### src/rtl/servo_pkg.sv
// rtl/servo_pkg.sv - shared servo FSM state type and tick-constant helpers
package servo_pkg;

    typedef enum logic [1:0] {
        ST_IDLE      = 2'd0,
        ST_WAIT_RISE = 2'd1,
        ST_HIGH      = 2'd2,
        ST_LOW       = 2'd3
    } servo_state_e;

    localparam logic [7:0] CODE_MAX  = 8'd255;
    localparam logic [1:0] FILL_DONE = 2'd3;

    function automatic logic [31:0] us_to_ticks(input int unsigned freq, input int unsigned us);
        return 32'(freq / 32'd1000000 * us);
    endfunction

    function automatic logic [31:0] step_ticks(input logic [31:0] min_t, input logic [31:0] max_t);
        return (max_t - min_t) / 32'd255;
    endfunction

    function automatic logic [31:0] sat_inc(input logic [31:0] v);
        return (v == 32'hFFFF_FFFF) ? v : v + 32'd1;
    endfunction

endpackage

### src/rtl/sync_edge_detect.sv
// rtl/sync_edge_detect.sv - 2-FF synchronizer with registered rise/fall pulses
module sync_edge_detect (
    input  logic clk,
    input  logic rst_n,
    input  logic din,
    output logic level,
    output logic rise,
    output logic fall
);
    logic sync1_q, sync2_q, sync3_q;
    logic rise_q, rise_d, fall_q, fall_d;

    always_comb begin
        rise_d = sync2_q & ~sync3_q;
        fall_d = ~sync2_q & sync3_q;
    end

    always_ff @(posedge clk or negedge rst_n) begin
        if (!rst_n) begin
            sync1_q <= 1'b0;
            sync2_q <= 1'b0;
            sync3_q <= 1'b0;
            rise_q  <= 1'b0;
            fall_q  <= 1'b0;
        end else begin
            sync1_q <= din;
            sync2_q <= sync1_q;
            sync3_q <= sync2_q;
            rise_q  <= rise_d;
            fall_q  <= fall_d;
        end
    end

    // level is taken from the third stage so it lines up with the edge pulses
    assign level = sync3_q;
    assign rise  = rise_q;
    assign fall  = fall_q;

endmodule

### src/rtl/servo_pwm_decoder.sv
// rtl/servo_pwm_decoder.sv - measures servo PWM pulses and converts them to an 8-bit position code
module servo_pwm_decoder
    import servo_pkg::*;
#(
    parameter int unsigned in_freq      = 50000000,
    parameter int unsigned min_pulse_us = 500,
    parameter int unsigned max_pulse_us = 2500,
    parameter int unsigned timeout_us   = 25000
) (
    input  logic        Main_clock,
    input  logic        reset,
    input  logic        enable,
    input  logic        servo_pwm_in,
    output logic [7:0]  duty_cycle,
    output logic [31:0] pulse_ticks,
    output logic [31:0] period_ticks,
    output logic        valid,
    output logic        range_err,
    output logic        signal_lost
);
    localparam logic [31:0] MIN_T  = us_to_ticks(in_freq, min_pulse_us);
    localparam logic [31:0] MAX_T  = us_to_ticks(in_freq, max_pulse_us);
    localparam logic [31:0] TO_T   = us_to_ticks(in_freq, timeout_us);
    localparam logic [31:0] STEP_T = step_ticks(MIN_T, MAX_T);

    logic pwm_level, pwm_rise, pwm_fall;

    sync_edge_detect u_sync (
        .clk   (Main_clock),
        .rst_n (reset),
        .din   (servo_pwm_in),
        .level (pwm_level),
        .rise  (pwm_rise),
        .fall  (pwm_fall)
    );

    servo_state_e state_q, state_d;
    logic [1:0]   fill_q, fill_d;
    logic [31:0]  width_q, width_d;
    logic [31:0]  period_q, period_d;
    logic [31:0]  pulse_ticks_q, pulse_ticks_d;
    logic [31:0]  period_ticks_q, period_ticks_d;
    logic         conv_busy_q, conv_busy_d;
    logic [31:0]  conv_rem_q, conv_rem_d;
    logic [7:0]   conv_code_q, conv_code_d;
    logic         conv_err_q, conv_err_d;
    logic [7:0]   duty_q, duty_d;
    logic         valid_q, valid_d;
    logic         range_err_q, range_err_d;
    logic         lost_q, lost_d;
    logic         timeout;

    // period counter doubles as the watchdog: it runs from the last rise (or from WAIT_RISE entry)
    assign timeout = (period_q >= TO_T);

    always_comb begin
        state_d        = state_q;
        fill_d         = (fill_q == FILL_DONE) ? fill_q : fill_q + 2'd1;
        width_d        = width_q;
        period_d       = period_q;
        pulse_ticks_d  = pulse_ticks_q;
        period_ticks_d = period_ticks_q;
        conv_busy_d    = conv_busy_q;
        conv_rem_d     = conv_rem_q;
        conv_code_d    = conv_code_q;
        conv_err_d     = conv_err_q;
        duty_d         = duty_q;
        valid_d        = 1'b0;
        range_err_d    = range_err_q;
        lost_d         = lost_q;

        if (!enable) begin
            state_d     = ST_IDLE;
            width_d     = '0;
            period_d    = '0;
            conv_busy_d = 1'b0;
        end else begin
            if (conv_busy_q) begin
                if (conv_rem_q >= STEP_T && conv_code_q != CODE_MAX) begin
                    conv_rem_d  = conv_rem_q - STEP_T;
                    conv_code_d = conv_code_q + 8'd1;
                end else begin
                    conv_busy_d = 1'b0;
                    valid_d     = 1'b1;
                    duty_d      = conv_code_q;
                    range_err_d = conv_err_q;
                    lost_d      = 1'b0;
                end
            end

            unique case (state_q)
                ST_IDLE: begin
                    width_d  = '0;
                    period_d = '0;
                    if (!pwm_level && fill_q == FILL_DONE) begin
                        state_d = ST_WAIT_RISE;
                    end
                end
                ST_WAIT_RISE: begin
                    if (timeout) begin
                        state_d = ST_IDLE;
                        lost_d  = 1'b1;
                    end else if (pwm_rise) begin
                        state_d  = ST_HIGH;
                        width_d  = 32'd1;
                        period_d = 32'd1;
                    end else begin
                        period_d = sat_inc(period_q);
                    end
                end
                ST_HIGH: begin
                    if (timeout) begin
                        state_d = ST_IDLE;
                        lost_d  = 1'b1;
                    end else if (pwm_fall) begin
                        state_d       = ST_LOW;
                        pulse_ticks_d = width_q;
                        period_d      = sat_inc(period_q);
                        // a new fall always restarts conversion, discarding any in flight
                        conv_busy_d   = 1'b1;
                        conv_code_d   = 8'd0;
                        if (width_q < MIN_T) begin
                            conv_rem_d = '0;
                            conv_err_d = 1'b1;
                        end else begin
                            conv_rem_d = width_q - MIN_T;
                            conv_err_d = (width_q > MAX_T);
                        end
                    end else begin
                        width_d  = sat_inc(width_q);
                        period_d = sat_inc(period_q);
                    end
                end
                ST_LOW: begin
                    if (timeout) begin
                        state_d = ST_IDLE;
                        lost_d  = 1'b1;
                    end else if (pwm_rise) begin
                        state_d        = ST_HIGH;
                        period_ticks_d = period_q;
                        period_d       = 32'd1;
                        width_d        = 32'd1;
                    end else begin
                        period_d = sat_inc(period_q);
                    end
                end
                default: state_d = ST_IDLE;
            endcase
        end
    end

    always_ff @(posedge Main_clock or negedge reset) begin
        if (!reset) begin
            state_q        <= ST_IDLE;
            fill_q         <= 2'd0;
            width_q        <= '0;
            period_q       <= '0;
            pulse_ticks_q  <= '0;
            period_ticks_q <= '0;
            conv_busy_q    <= 1'b0;
            conv_rem_q     <= '0;
            conv_code_q    <= 8'd0;
            conv_err_q     <= 1'b0;
            duty_q         <= 8'd0;
            valid_q        <= 1'b0;
            range_err_q    <= 1'b0;
            lost_q         <= 1'b0;
        end else begin
            state_q        <= state_d;
            fill_q         <= fill_d;
            width_q        <= width_d;
            period_q       <= period_d;
            pulse_ticks_q  <= pulse_ticks_d;
            period_ticks_q <= period_ticks_d;
            conv_busy_q    <= conv_busy_d;
            conv_rem_q     <= conv_rem_d;
            conv_code_q    <= conv_code_d;
            conv_err_q     <= conv_err_d;
            duty_q         <= duty_d;
            valid_q        <= valid_d;
            range_err_q    <= range_err_d;
            lost_q         <= lost_d;
        end
    end

    assign duty_cycle   = duty_q;
    assign pulse_ticks  = pulse_ticks_q;
    assign period_ticks = period_ticks_q;
    assign valid        = valid_q;
    assign range_err    = range_err_q;
    assign signal_lost  = lost_q;

endmodule

### config.mk
export PLATFORM = sky130hd
export DESIGN_NAME = servo_pwm_decoder
export DESIGN_NICKNAME = d
export VERILOG_FILES = /design/src/rtl/servo_pkg.sv /design/src/rtl/sync_edge_detect.sv /design/src/rtl/servo_pwm_decoder.sv
export SDC_FILE = /design/constraint.sdc
export NUM_CORES = 1
export LEC_CHECK = 0
export CORE_UTILIZATION = 35
export DETAILED_ROUTE_END_ITERATION = 10
export PLACE_DENSITY_LB_ADDON = 0.25
export SYNTH_ARGS = -nofsm -noshare
export SYNTH_HDL_FRONTEND = slang
export SYNTH_SLANG_ARGS = --single-unit
### constraint.sdc
create_clock -name Main_clock -period 2.46 [get_ports Main_clock]
set_clock_uncertainty 0.2 [all_clocks]
set_input_delay 0.369 -clock Main_clock [delete_from_list [all_inputs] [get_ports Main_clock]]
set_output_delay 0.369 -clock Main_clock [all_outputs]
set_load 0.02 [all_outputs]
# Yosys cells after proc, flatten, opt, wreduce, memory -nomap -nowiden
# Index checks and enable logic that the tools add are counted.
[op_classes] bitwise_logic=6 reduce_logical=12 n_mux=45 add_sub_neg=6 order_cmp=4 n_eq_ne=15
[ops] op="$mux 32" n=17
[ops] op="$pmux 32 s3" n=2
[ops] op="$add 32x1->32 const B" n=2
[ops] op="$eq 32x32->1 const B" n=2
[ops] op="$mux 8" n=5
[ops] op="$ge 32x21->1 const B" n=1
[ops] op="$ge 32x9->1 const B" n=1
[ops] op="$gt 32x17->1 const B" n=1
[ops] op="$lt 32x15->1 const B" n=1
[ops] op="$sub 32x15->32 const B" n=1
[ops] op="$sub 32x9->32 const B" n=1
[ops] op="$ne 3x3->1 const B" n=5
[ops] op="$mux 1" n=14
[ops] op="$mux 2" n=6
[ops] op="$add 8x1->8 const B" n=1
[ops] op="$ne 8x8->1 const B" n=1
[ops] op="$reduce_and 4->1" n=2
[ops] op="$eq 2x2->1 const B" n=3
[ops] op="$pmux 2 s3" n=1
[ops] op="$reduce_and 3->1" n=2
[ops] op="$reduce_and 5->1" n=1
[ops] op="$ne 4x2->1 const B" n=1
[ops] op="$ne 4x3->1 const B" n=1
[ops] op="$not 1->1" n=4
[ops] op="other kinds (10)" n=12
[totals] in_bits=4 ff_bits=190

# Depth between registers and ports, before layout
# Gate-level depths: netlist of the first run.
[logic_depth] ltp_word=8 depth_mapped=10 mapped_depth_nobuf=9

# Modules after synthesis
# From an unflattened synthesis of the first run, not the netlist that was laid out.
[hier_totals] cells_unflattened=1026 hier_area_um2=9705.6
[by_module_without_submodules] mod="servo_pwm_decoder" area_each_um2=9565.4 instances=1 cells_per_inst=1019
[by_module_without_submodules] mod="sync_edge_detect" area_each_um2=140.1 instances=1 cells_per_inst=7

# Worst setup path after synthesis of the first run
# No wires, ideal clock.
[synth_path] path_kind="register to register" start="reg width_q[28]" end="reg conv_rem_q[13]" arrival_ps=2173 n_path_buf=3 path_slack_ps=-55 stages_incl_launch_ff=10 cell_sequence="dfrtp_1 > buf_6 > or3_1 > or2_1 > or3_4 > or3_4 > nand2_1 > buf_6 > buf_6 > o22ai_1"
[synth_between] elab_chain_cells=5
[synth_rtl] element="from (decl)" line="servo_pwm_decoder.sv:39" source="logic [31:0] width_q, width_d;"
[synth_rtl] element="from (signal assigned)" line="servo_pwm_decoder.sv:171" source="width_q <= width_d;"
[synth_rtl] element="$lt 32x15->1" line="servo_pwm_decoder.sv:122" source="if (width_q < MIN_T) begin"
[synth_rtl] element="$mux 32" line="servo_pwm_decoder.sv:122"
[synth_rtl] element="$mux 32" line="servo_pwm_decoder.sv:115" source="end else if (pwm_fall) begin"
[synth_rtl] element="$mux 32" line="servo_pwm_decoder.sv:112" source="if (timeout) begin"
[synth_rtl] element="$mux 32" line="servo_pwm_decoder.sv:91" source="unique case (state_q)"
[synth_rtl] element="to (signal assigned)" line="servo_pwm_decoder.sv:176" source="conv_rem_q <= conv_rem_d;"
[synth_rtl] element="to (decl)" line="servo_pwm_decoder.sv:44" source="logic [31:0] conv_rem_q, conv_rem_d;"
# No other way between the ends.
# A chain may end at the register's enable or synchronous reset.

# Final worst setup path of the first run
[layout_path] start="reg conv_rem_q[18]" end="reg conv_rem_q[21]"
[layout_between] elab_chain_cells=7
[layout_rtl] element="$ge 32x9->1" line="servo_pwm_decoder.sv:79" source="if (conv_rem_q >= STEP_T && conv_code_q != CODE_MAX) begin"
[layout_rtl] element="$logic_and 1x1->1" line="servo_pwm_decoder.sv:79"
[layout_rtl] element="$mux 32 (*)" line="servo_pwm_decoder.sv:79"
[layout_rtl] element="$mux 32 (*)" line="servo_pwm_decoder.sv:78" source="if (conv_busy_q) begin"
[layout_rtl] element="$mux 32" line="servo_pwm_decoder.sv:115"
[layout_rtl] element="$mux 32" line="servo_pwm_decoder.sv:112"
[layout_rtl] element="$mux 32 (*)" line="servo_pwm_decoder.sv:91"
# Every way passes the cells marked *; elsewhere a longest branch is shown, timed or not.

==> metrics.md, run 1 <==
| Metric | Value |
|---|---|
| RR Endpoint | conv_rem_q[21] |
| Synth warnings | 0 |
| Global-route wire length before repair | 42400 um |
| Hold WC Path Type | flop to flop |
| Worst EP arrival | 2620 ps |
| Post-synth EDFFs | 0 |
| Post-synthesis cell type count | 70 |
| DR iter-0 viols | 450 |
| Skew-Pair Late Insertion Delay | 440 ps |
| HPWL after detailed placement | 19100 um |
| TritonCTS Buffers | 17 |
| Mapped Area | 9470 um2 |
| Pint | 0.00489 W |
| H-tree depth | 4 |
| Fin Hold WS | 154 ps |
| Final core utilization | 0.506 |
| Register share of total power | 0.486 |
| Commonest non-fill, non-tap cell in the layout | dfrtp_1 |
| Final min period | 2510 ps |
| Die Ht | 167 um |
| Startpoint class of the critical path | flop |
| Sw Share | 0.276 |
| Worst vdd ir | 0.000456 V |
| Worst R2R Start | conv_rem_q[18] |
| Via/cell ratio | 5.14 |
| Antenna fix cells | 0 |
| Worst-case clock buffer depth | 2 |
| DRT Pass-1 Iters | 9 |
| Setup violators final | 2 |
| RePlAce Congestion | 0.840 |
| Worst hold start | u_sync.sync1_q |
| Endpoint, Worst Hold | u_sync.sync2_q |
| Fmax achieved | 399 MHz |
| Worst EP required | 2580 ps |
| Comb power frac | 0.109 |
| FF/Latch Area | 4680 um2 |
| Die X-Extent | 167 um |
| Final WS setup | -48.3 ps |
| Rel. slew slack | 0.645 |
| Most common flop cell mapped by yosys | dfrtp_1 |
| Overall routing resource usage | 0.191 |
| Nets | 1239 |
| WHS Path Cells | 0 |
| Most frequent cells in the layout | dfrtp_1, buf_4, nand2_1 |
| Clk sinks | 187 |
| Share of layout cells above drive strength 1 | 0.299 |
| Syn Area/Cell | 9.67 um2 |
| Area Growth Syn to Fin | 40.4% |
| Core area | 26300 um2 |
| Fin. Hold Viols | 0 |
| Power Density | 508 nW/um2 |
| Largest net degree at the start of global routing | 56 |
| Fin. max-slew vios | 0 |
| Finished Layout Cells | 1574 |
| Initial Utilization | 0.360 |
| Placed Area | 12000 um2 |
| Worst-path fanout max | 4 |
| Layout filler cell count | 2400 |
| Cell depth of the worst flop-to-flop path | 8 |
| Drt total wl | 26400 um |
| Average wire per standard cell | 16.8 um |
| Die area | 27700 um2 |
| Max_cap viols | 0 |
| Least-Margin Pin Slew | 530 ps |
| Clk network pwr share | 0.405 |
| Critical Path End Type | flop |
| Pleak | 5.91 nW |
| Fin crit share | 1.02 |
| RSZ-0062 raised after global routing | yes |
| Outcome | finished, violations left |
| DR vias | 8094 |
| Post-Syn Instances | 980 |
| Top Ports | 79 |
| Multi-input combinational cell area | 5000 um2 |
| Final Total Pwr | 0.00675 W |
| Kind of critical path | flop to flop |
| Vias in the first global route | 8189 |
| Failing checks | design-rule violations, negative setup slack |
| Remaining Overflow, GRT | 0 |
| Port Buffer Count | 78 |
| Syn nets | 993 |
| Async SR Flop Fraction | 1.00 |
| # DRC | 4 |
| Synthesis-stage register bit count | 187 |
| Post-route ant nets | 0 |
| Site Rows | 59 |
| R2R setup slack | -50 ps |
| Psw | 0.00186 W |
| Final Instance Area | 13300 um2 |
| Initial antenna violation count | 0 |
| Clk slew on worst S/H paths | 80 ps |
| Inst Count DP | 1532 |
| CTS tree | done |
| Sequential fraction of the synthesis area | 0.494 |
| Clock root cell | clkbuf_16 |
==> layout make-up <==
type                            instances  share of cell area
Sequential cell                       187               0.352
Inverter                               18             0.00508
Multi-Input combinational cell        719               0.376
Clock buffer                           17              0.0320
Clock inverter                         15              0.0118
Timing Repair Buffer                  283               0.192
Tap cell                              335              0.0315
==> repair_timing <==
item,4_1_cts,5_1_grt
hold buffers,1,0
hold endpoints to repair,49,0
pin swaps,5,40
resized for setup,26,84
setup endpoints to repair,48,116
buffers inserted,2,5
gates cloned,0,4
==> how the worst max path moves through the flow <==
stage	start	cells past startpoint	slack (ps)	endpoint
final	conv_rem_q[18]	8	-50	conv_rem_q[21]
after global routing	conv_rem_q[18]	8	-170	conv_rem_q[21]
after CTS	conv_rem_q[18]	9	-20	conv_rem_q[22]
after detailed placement	enable	8	-140	conv_rem_q[19]
after global placement	period_q[28]	8	-120	period_q[10]
after floorplan	width_q[28]	9	-40	conv_rem_q[13]
==> cells in the mapped netlist, types with 4 or more instances <==
master    number  area (um2)
nor3_1        37         185
nor4_1        25         156
buf_2         21         105
o22ai_1       12        75.1
ha_1           9         113
nor2_1        94         353
nand3_1       33         165
nor2b_1       13        81.3
a21oi_1       28         140
o211ai_1      11        82.6
nand4_1       20         125
nor4_2         5        62.6
buf_6          4        45.0
or4_1          5        37.5
and3_1         8        50.1
or2_2          5        31.3
mux2_2        25         282
nand2_1      147         552
xor2_1        26         228
nand2b_1       4        25.0
a31oi_1        6        37.5
inv_1         18        67.6
and2_1        11        68.8
nand4b_1       6        52.6
clkbuf_1      28         105
dfrtp_1      187        4680
mux2_4         6        90.1
o21ai_0       36         180
nand3b_1       6        45.0
or3_1         20         125
and4_1         4        35.0
xnor2_1       60         526
==> flip-flops by register name, indices dropped and copies added, names as in the netlist <==
name,flops
conv_busy_q,1
duty_cycle,8
u_sync.fall,1
u_sync.level,1
u_sync.rise,1
u_sync.sync1_q,1
range_err,1
conv_rem_q,29
fill_q,2
valid,1
signal_lost,1
period_ticks,32
u_sync.sync2_q,1
state_q,2
conv_err_q,1
pulse_ticks,32
width_q,32
period_q,32
conv_code_q,8
==> through the flow <==
| stage | setup TNS, ps | setup slack [ps] |
|---|---|---|
| CTS | -143 | -20.1 |
| global placement | -2490 | -116 |
| global route | -2380 | -165 |
| finish | -58.7 | -48.3 |
| detailed placement | -4020 | -142 |
| floorplan | -348 | -38.3 |
==> critical path, stage by stage, from the launching register on <==
cell,delay [ps]
dfrtp_1,380
or4_4,560
nor4_4,180
and4b_2,330
nor4b_2,70
buf_4,140
and4bb_1,210
xnor2_1,200
o22ai_1,120
==> power groups by stage <==
stage | logic, W | registers, W | clock network (W)
after CTS | 0.000697 | 0.00328 | 0.00281
after detailed placement | 0.000682 | 0.00334 | 0
after global routing | 0.000816 | 0.00330 | 0.00292
after floorplan | 0.000292 | 0.00336 | 0
final | 0.000738 | 0.00328 | 0.00274
after global placement | 0.000679 | 0.00334 | 0
==> metal layers <==
metal  part of all wire  global-route usage
met1               0.44               0.235
met2               0.51               0.344
met3              0.030              0.0288
met4              0.022              0.0612
met5                  0                   0
==> cell families (layout without fill, tap and decap cells) <==
group / after synthesis / in the layout / synth area share
AND/OR/NAND/NOR: 467 / 467 / 0.255
flip-flops: 187 / 187 / 0.494
AO/OA/AOI/OAI: 125 / 126 / 0.0829
XOR/XNOR: 86 / 86 / 0.0795
buffers and inverters: 75 / 333 / 0.0370
multiplexers: 31 / 31 / 0.0392
adder cells (fa/ha/maj): 9 / 9 / 0.0119
(Power assumes the default switching activity.)
==> inputs of run 2 (changes only) <==
--- a/config.mk
+++ b/config.mk
@@ -11,3 +11,4 @@
 export SYNTH_ARGS = -nofsm -noshare
 export SYNTH_HDL_FRONTEND = slang
 export SYNTH_SLANG_ARGS = --single-unit
+export TNS_END_PERCENT = 30
==> metrics.md, run 2 (synthesis results as in run 1) <==
| Metric | Value |
|---|---|
| Share of layout cells above drive strength 1 | 0.283 (was 0.299) |
| Sw Share | 0.270 (was 0.276) |
| DR iter-0 viols | 398 (was 450) |
| HPWL after detailed placement | 18600 um (was 19100 um) |
| Overall routing resource usage | 0.190 (was 0.191) |
| Initial antenna violation count | 0 (unchanged) |
| Power Density | 530 nW/um2 (was 508 nW/um2) |
| H-tree depth | 4 (unchanged) |
| Via/cell ratio | 5.11 (was 5.14) |
| Top Ports | 79 (unchanged) |
| # DRC | 3 (was 4) |
| Die X-Extent | 167 um (unchanged) |
| Largest net degree at the start of global routing | 57 (was 56) |
| Vias in the first global route | 8176 (was 8189) |
| RSZ-0062 raised after global routing | yes (unchanged) |
| Global-route wire length before repair | 42200 um (was 42400 um) |
| Slowest cell delay on critical path | 570 ps (was 560 ps) |
| Worst-path fanout max | 12 (was 4) |
| Average wire per standard cell | 16.4 um (was 16.8 um) |
| Skew-Pair Late Insertion Delay | 440 ps (about the same) |
| Hold WC Path Type | flop to flop (unchanged) |
| Critical Path End Type | flop (unchanged) |
| Site Rows | 59 (unchanged) |
| CP max stage cell | or4_4 (unchanged) |
| Antenna fix cells | 0 (unchanged) |
| Area Growth Syn to Fin | 37.2% (was 40.4%) |
| Remaining Overflow, GRT | 0 (unchanged) |
| Register share of total power | 0.476 (was 0.486) |
| CP Cell Sequence | or4_4, nor4_4, and4b_2, buf_6, o211ai_2, buf_12, mux2_4 (was or4_4, nor4_4, and4b_2, nor4b_2, buf_4, and4bb_1, xnor2_1, o22ai_1) |
| Worst vdd ir | 0.000496 V (was 0.000456 V) |
| Rel. slew slack | 0.635 (was 0.645) |
| Clock root cell | clkbuf_16 (unchanged) |
| Drt total wl | 25700 um (was 26400 um) |
| Kind of critical path | flop to flop (unchanged) |
| Psw | 0.00186 W (about the same) |
| Die Ht | 167 um (unchanged) |
| Initial Utilization | 0.360 (unchanged) |
| Placed Area | 12000 um2 (about the same) |
| Die area | 27700 um2 (unchanged) |
| TritonCTS Buffers | 17 (unchanged) |
| Fmax achieved | 399 MHz (about the same) |
| CTS tree | done (unchanged) |
| Least-Margin Pin Slew | 546 ps (was 530 ps) |
| Fin crit share | 1.02 (about the same) |
| Final Total Pwr | 0.00688 W (was 0.00675 W) |
| Port Buffer Count | 78 (unchanged) |
| Outcome | finished, violations left (unchanged) |
| Fin Hold WS | 151 ps (was 154 ps) |
| Clk sinks | 187 (unchanged) |
| Failing checks | design-rule violations, negative setup slack (unchanged) |
| Setup violators final | 10 (was 2) |
| Core area | 26300 um2 (unchanged) |
| Fin. Hold Viols | 0 (unchanged) |
| Post-route ant nets | 0 (unchanged) |
| DR vias | 7993 (was 8094) |
| Layout filler cell count | 2462 (was 2400) |
| Worst EP required | 2580 ps (about the same) |
| Comb power frac | 0.105 (was 0.109) |
| Pleak | 5.77 nW (was 5.91 nW) |
| Max_cap viols | 0 (unchanged) |
| Final Instance Area | 13000 um2 (was 13300 um2) |
| Clk slew on worst S/H paths | 80 ps (about the same) |
| Worst EP arrival | 2630 ps (was 2620 ps) |
| Nets | 1229 (was 1239) |
| Final WS setup | -45.0 ps (was -48.3 ps) |
| Worst-case clock buffer depth | 2 (unchanged) |
| DRT Pass-1 Iters | 9 (unchanged) |
| Final min period | 2510 ps (about the same) |
| RePlAce Congestion | 0.898 (was 0.840) |
| Fin. max-slew vios | 0 (unchanged) |
| Clk network pwr share | 0.419 (was 0.405) |
| Most frequent cells in the layout | dfrtp_1, buf_4, nand2_1 (unchanged) |
| Commonest non-fill, non-tap cell in the layout | dfrtp_1 (unchanged) |
| Pint | 0.00502 W (was 0.00489 W) |
| Startpoint class of the critical path | flop (unchanged) |
-- run 2: cell types whose count changed in the layout (fill, tap and decap cells not counted), sizes merged --
cell	delta
a21oi	-1
buf	-6
bufinv	+1
clkbuf	-2
clkinv	-2
-- run 2: per-stage QoR --
stage / instances / TNS [ps] / worst slack, ps / util
detailed placement: 1528 / -7330 / -202 / 0.456
finish: 1564 / -305 / -45.0 / 0.495
floorplan: 980 / -423 / -38.3 / -
global placement: 1528 / -3970 / -160 / 0.456
global route: 1564 / -2090 / -153 / 0.495
CTS: 1562 / -212 / -52.7 / 0.485
-- run 2: final cells by class --
class,count,area (um2),share of cell area
inverter,18,67.6,0.00520
multi-input combinational,718,4810,0.370
tap,335,419,0.0323
clock inverter,14,173,0.0133
sequential,187,4680,0.360
timing repair buffer,274,2400,0.185
clock buffer,18,439,0.0338
-- run 2: power by group through the flow --
stage	Sequential, W	Combinational, W	Clock [W]
6_report	0.00328	0.000724	0.00288
5_1_grt	0.00329	0.000804	0.00306
4_1_cts	0.00328	0.000715	0.00295
3_5_place_dp	0.00333	0.000695	0
3_3_place_gp	0.00333	0.000687	0
2_1_floorplan	0.00336	0.000288	0
-- run 2: layer usage --
layer / GRT usage / part of all wire / up-vias
li1: - / - / 3889
met1: 0.239 / 0.44 / 3930
met2: 0.337 / 0.51 / 148
met3: 0.0314 / 0.036 / 26
met4: 0.0471 / 0.016 / 0
met5: 0 / 0 / -
-- run 2: worst max-delay path: cells and delay by family (launching register included) --
kind,cells,cell delay (ps)
muxes,1,290
and+or+nand+nor,3,1080
DFF,1,390
buffers and inverters,2,320
AOI/OAI and AO/OA,1,110
-- run 2: final timing paths --
| path | from | end | slack [ps] | cells after the start |
|---|---|---|---|---|
| max | conv_rem_q[20] | duty_cycle[0] | -50 | 7 |
| min | u_sync.sync1_q | u_sync.sync2_q | 150 | 0 |
| max reg2reg | conv_rem_q[20] | duty_cycle[0] | -50 | 7 |
| min reg2reg | u_sync.sync1_q | u_sync.sync2_q | 150 | 0 |
| max in group asynchronous | reset | period_q[6] | 1120 | 3 |
| min in group asynchronous | reset | conv_rem_q[29] | 220 | 2 |
-- run 2: repair_timing --
action	CTS	global route
hold buffers	1	0
setup endpoints to repair	51	125
pin swaps	6	32
resized for setup	28	49
setup buffers	2	3
hold endpoints to repair	34	0
